===== config.mk =====
export PLATFORM = sky130hd
export DESIGN_NAME = sobel_recebe_imagem
export DESIGN_NICKNAME = d
export VERILOG_FILES = /design/src/rtl/sobel_recebe_imagem.sv
export SDC_FILE = /design/constraint.sdc
export NUM_CORES = 1
export LEC_CHECK = 0
export ABC_AREA = 1
export BUFFER_PORTS_ARGS = -buffer_cell sky130_fd_sc_hd__buf_4
export CORE_AREA = 4 4 78 80
export CTS_CLUSTER_DIAMETER = 100
export DETAILED_ROUTE_END_ITERATION = 8
export DIE_AREA = 0 0 82 84
export HOLD_SLACK_MARGIN = 0.02
export PLACE_DENSITY_LB_ADDON = 0.15
export SKIP_CTS_REPAIR_TIMING = 1
export SLEW_MARGIN = 20
export SYNTH_ARGS = -nofsm -noshare
export SYNTH_HDL_FRONTEND = slang
export SYNTH_SLANG_ARGS = --single-unit
export TNS_END_PERCENT = 50

===== constraint.sdc =====
create_clock -name clock -period 2.3 [get_ports clock]
set_input_delay 0.345 -clock clock [delete_from_list [all_inputs] [get_ports clock]]
set_output_delay 0.345 -clock clock [all_outputs]
set_load 0.1 [all_outputs]

===== src/rtl/sobel_recebe_imagem.sv =====
// Frame loader: writes UART bytes in raster order into the input frame memory,
// with a one-byte holding register and a mid-frame inter-byte timeout resync.
module sobel_recebe_imagem #(
    parameter int LARGURA = 64,
    parameter int ALTURA  = 64,
    parameter int ADDR_W  = 12,
    parameter int TIMEOUT = 100000
) (
    input  logic              clock,
    input  logic              reset,
    input  logic              rx_enable,
    input  logic [7:0]        uart_dado,
    input  logic              uart_pronto,
    output logic              mem_we,
    output logic [ADDR_W-1:0] mem_addr,
    output logic [7:0]        mem_dado,
    output logic              rx_pronto,
    output logic              fim_imagem,
    output logic              db_erro,
    output logic [3:0]        db_estado
);

    localparam int TMO_W = (TIMEOUT > 1) ? $clog2(TIMEOUT) : 1;
    localparam logic [ADDR_W-1:0] ULTIMO  = ADDR_W'(LARGURA * ALTURA - 1);
    localparam logic [TMO_W-1:0]  TMO_MAX = TMO_W'(TIMEOUT - 1);

    localparam logic [2:0] OCIOSO   = 3'd0;
    localparam logic [2:0] ESPERA   = 3'd1;
    localparam logic [2:0] GRAVA    = 3'd2;
    localparam logic [2:0] COMPLETO = 3'd3;
    localparam logic [2:0] ERRO     = 3'd4;

    logic [2:0]        r_estado;
    logic [ADDR_W-1:0] r_cnt;
    logic [TMO_W-1:0]  r_tmo;
    logic              r_pend;
    logic [7:0]        r_pend_byte;
    logic [7:0]        r_byte;
    logic              r_erro;
    logic              w_grava;

    always_ff @(posedge clock or posedge reset) begin
        if (reset) begin
            r_estado    <= OCIOSO;
            r_cnt       <= '0;
            r_tmo       <= '0;
            r_pend      <= 1'b0;
            r_pend_byte <= 8'h00;
            r_byte      <= 8'h00;
            r_erro      <= 1'b0;
        end else if (!rx_enable) begin
            // Dropping enable wins over byte arrival and timeout in every state
            r_estado <= OCIOSO;
            r_cnt    <= '0;
            r_tmo    <= '0;
            r_pend   <= 1'b0;
            r_erro   <= 1'b0;
        end else begin
            case (r_estado)
                OCIOSO: begin
                    r_cnt    <= '0;
                    r_tmo    <= '0;
                    r_pend   <= 1'b0;
                    r_erro   <= 1'b0;
                    r_estado <= ESPERA;
                end
                ESPERA: begin
                    if (uart_pronto || r_pend) begin
                        // Held byte goes first; a simultaneous new byte takes its place
                        r_byte <= r_pend ? r_pend_byte : uart_dado;
                        r_pend <= r_pend && uart_pronto;
                        if (r_pend && uart_pronto)
                            r_pend_byte <= uart_dado;
                        r_estado <= GRAVA;
                    end else if (r_cnt != '0) begin
                        if (r_tmo == TMO_MAX) begin
                            r_estado <= ERRO;
                            r_erro   <= 1'b1;
                            r_cnt    <= '0;
                            r_tmo    <= '0;
                            r_pend   <= 1'b0;
                        end else if (r_tmo != '1) begin
                            r_tmo <= r_tmo + 1'b1;
                        end
                    end
                end
                GRAVA: begin
                    r_cnt <= r_cnt + 1'b1;
                    r_tmo <= '0;
                    if (uart_pronto) begin
                        r_pend      <= 1'b1;
                        r_pend_byte <= uart_dado;
                    end
                    r_estado <= (r_cnt == ULTIMO) ? COMPLETO : ESPERA;
                end
                COMPLETO: begin
                    r_estado <= COMPLETO;
                end
                ERRO: begin
                    r_estado <= ESPERA;
                end
                default: begin
                    r_estado <= OCIOSO;
                    r_cnt    <= '0;
                    r_tmo    <= '0;
                    r_pend   <= 1'b0;
                    r_erro   <= 1'b0;
                end
            endcase
        end
    end

    assign w_grava    = (r_estado == GRAVA);
    assign mem_we     = w_grava;
    assign mem_addr   = r_cnt;
    assign mem_dado   = w_grava ? r_byte : 8'h00;
    assign rx_pronto  = (r_estado == COMPLETO);
    assign fim_imagem = (r_estado == COMPLETO);
    assign db_erro    = r_erro;

    always_comb begin
        db_estado = 4'hE;
        case (r_estado)
            OCIOSO:   db_estado = 4'h0;
            ESPERA:   db_estado = 4'h1;
            GRAVA:    db_estado = 4'h2;
            COMPLETO: db_estado = 4'h3;
            ERRO:     db_estado = 4'h4;
            default:  db_estado = 4'hE;
        endcase
    end

endmodule

==> metrics.csv <==
stage,metric,value,unit
sta,tightest_slew,558,ps
synth,ys_warn_count,0,
floorplanning,dieArea,0.00689,mm²
sta,drv_slew,0,
clock_network,cts_tree,done,
synth,avgSynthCellArea,6.97,µm²
synth,synth_seq_cells,50,
clock_network,worstSkewPairLatency,320,ps
setup_path,end_kind,primary output,
synth,postSynthCellCount,441,
global_routing,grt_overflow,0,
clock_network,cts_num_sinks,50,
cells_and_area,syn_to_final_growth,15.9,%
floorplanning,ios,40,
cells_and_area,seq_area,0.00125,mm²
floorplanning,start_util,56.9,%
placed_design,place_area,0.00346,mm²
sta,rsz0062_at_grt,no,
setup_path,slowest_stage,dfrtp_1,
cells_and_area,final_area,0.00356,mm²
sta,fin_tns_setup,0,ps
drt,antenna_left,0,
sta,finClkSkew,12.8,ps
pwr,vdd_drop_max,0.000968,V
drt,vias,2918,
global_routing,grt_use_total,23.0,%
clock_network,cts_root_buf,clkbuf_8,
sta,clock.fmax,467,MHz
placed_design,place.gp.congestion,0.965,
floorplanning,core,0.00541,mm²
global_routing,grt_pass1_vias,2801,
setup_path,path_cells,"nor2_1, nand2_1, inv_1, buf_4",
cells_and_area,drive_above_1_share,15.1,%
setup_path,cp-start-kind,flop,
setup_path,cp_slowest_stage_delay,450,ps
sta,hold_ws,77.6,ps
sta,setup_viol,0,
global_routing,grt_pass1_wl,12.5,mm
cells_and_area,fin_util,65.9,%
drt,drt-total-wl,7.45,mm
clock_network,clkTransAtPathRegs,100,ps
synth,synthesis.area,0.00307,mm²
clock_network,h-tree-depth,2,
synth,synthesis.nets,457,
setup_path,critPathRequiredTime,1960,ps
synth,synth-edff-count,0,
drt,viasPerCell,5.25,
worst_hold_path,hp-class,in2async,
setup_path,crit_arrival,1800,ps
cells_and_area,fillCellCount,479,
sta,hold_viol_final,0,
sta,fin_crit_sh,93.1,%
cells_and_area,final_cells,556,
pwr,power.density,826,mW/mm²
global_routing,grt_max_degree,28,
cells_and_area,multiInputGateArea,0.00151,mm²
placed_design,place_hpwl,5.67,mm
synth,ys.flop_type,dfrtp_1,
synth,synthArstFlopShare,100,%
synth,synth.distinct_cells,33,
placed_design,dpl.cell_count,548,
cells_and_area,layout.nets,499,
clock_network,cts_buffers,5,
drt,wl_per_cell,13.4,µm
placed_design,placement.io_buffers,39,
drt,drt_pass1_iterations,5,
floorplanning,rows,27,
job,maxCapViolCount,0,
status,status,finished clean,
setup_path,path_class,reg2out,
pwr,p_leak,1.75,nW
global_routing,antenna_found_initial,0,
cells_and_area,antenna_cells,0,
setup_path,critical_path.max_fanout,11,
floorplanning,die_y,84,µm
drt,drt_iter0_drc,110,
sta,min_period,2140,ps
drt,drc,0,
clock_network,clockBufferDepth,2,
synth,ys_seq_area_share,40.7,%
sta,slew_headroom,62.8,%
floorplanning,die_x,82,µm
[path summary, 6_finish.rpt]
check / slack [ps] / to / from / cells after the start
worst max-delay path: 160 / mem_we / r_estado[2] / 4
worst min-delay path: 80 / r_tmo[5] / reset / 2
worst max register to register: 320 / r_tmo[3] / r_tmo[0] / 11
worst min register to register: 510 / r_pend_byte[7] / r_pend_byte[7] / 2
max in group asynchronous: 1680 / mem_addr[11] / reset / 3
min in group clock: 280 / r_pend_byte[7] / uart_dado[7] / 3
[cell families after synthesis]
logic type	share of synthesized area, %
AO/OA/AOI/OAI	10.4
XOR/XNOR	1.99
adder cells (fa/ha/maj)	1.63
buffers and inverters	10.4
flip-flops	40.7
AND/OR/NAND/NOR	34.9
[where the power goes]
| group | internal [mW] | leakage (nW) | switching, mW |
|---|---|---|---|
| registers | 1.05 | 0.670 | 0.0897 |
| logic | 0.299 | 1.03 | 0.944 |
| clock network | 0.225 | 0.0491 | 0.336 |
[sequential cells by signal, indices dropped and copies added, names as in the netlist]
name,count
mem_addr,12
r_pend,1
r_estado,3
db_erro,1
r_tmo,17
r_pend_byte,8
r_byte,8
[Yosys cell counts, drive strengths merged (2+ instances only)]
master / n / area share, %
nor3: 8 / 1.3
o21ai: 52 / 8.5
nand3: 33 / 5.7
or2: 2 / 0.41
ha: 4 / 1.6
nand4: 17 / 3.5
clkbuf: 5 / 0.61
dfrtp: 50 / 41
a21oi: 2 / 0.33
nor2: 56 / 7.5
nand2: 126 / 16
buf: 8 / 1.8
xor2: 6 / 1.7
inv: 64 / 8.0
[through the flow]
stage	setup WS, ps	power (mW)
floorplan	-149	2.14
global placement	299	2.37
detailed placement	236	2.39
CTS	166	2.95
global route	35.1	3.12
finish	160	2.94
[final cells by class]
class,count,area share (%)
clock buffers,5,1.93
clock inverters,3,0.737
inverters,64,6.88
multi-input cells,314,42.3
flip-flops and latches,50,35.1
well taps,72,2.53
repair buffers,48,10.5
[metal layers]
metal	vias to the layer above	global-route usage [%]	wire, µm
met5	-	0	0
li1	1487	-	-
met3	16	3.67	315
met4	0	9.21	199
met2	75	37.9	3660
met1	1340	29.5	3280
[cells in the final DEF, fill, tap and decap left out]
cell type,n
or2_1,1
nand3_2,2
nor2_8,1
nand3_1,31
nor4_1,1
o21ai_0,33
nand2_2,1
a31oi_1,1
inv_2,5
o21bai_1,1
o21a_1,1
inv_6,3
o211ai_4,1
nand2_4,3
nor3_1,8
a21oi_1,2
xnor2_1,1
nor3b_1,1
clkbuf_8,5
nor2_1,53
buf_4,47
inv_1,58
buf_12,1
xor2_1,6
nand4_1,17
nor2_2,2
nand2_1,122
dfrtp_1,50
or2_2,1
o21ai_1,19
clkinv_4,1
ha_1,4
o31ai_1,1
[worst max-delay path: cells and delay by family (launching register included)]
kind                   cells  cell delay, ps
buffers and inverters      2             560
and+or+nand+nor            2             470
DFF                        1             450
Power figures use the tool's default switching activity.
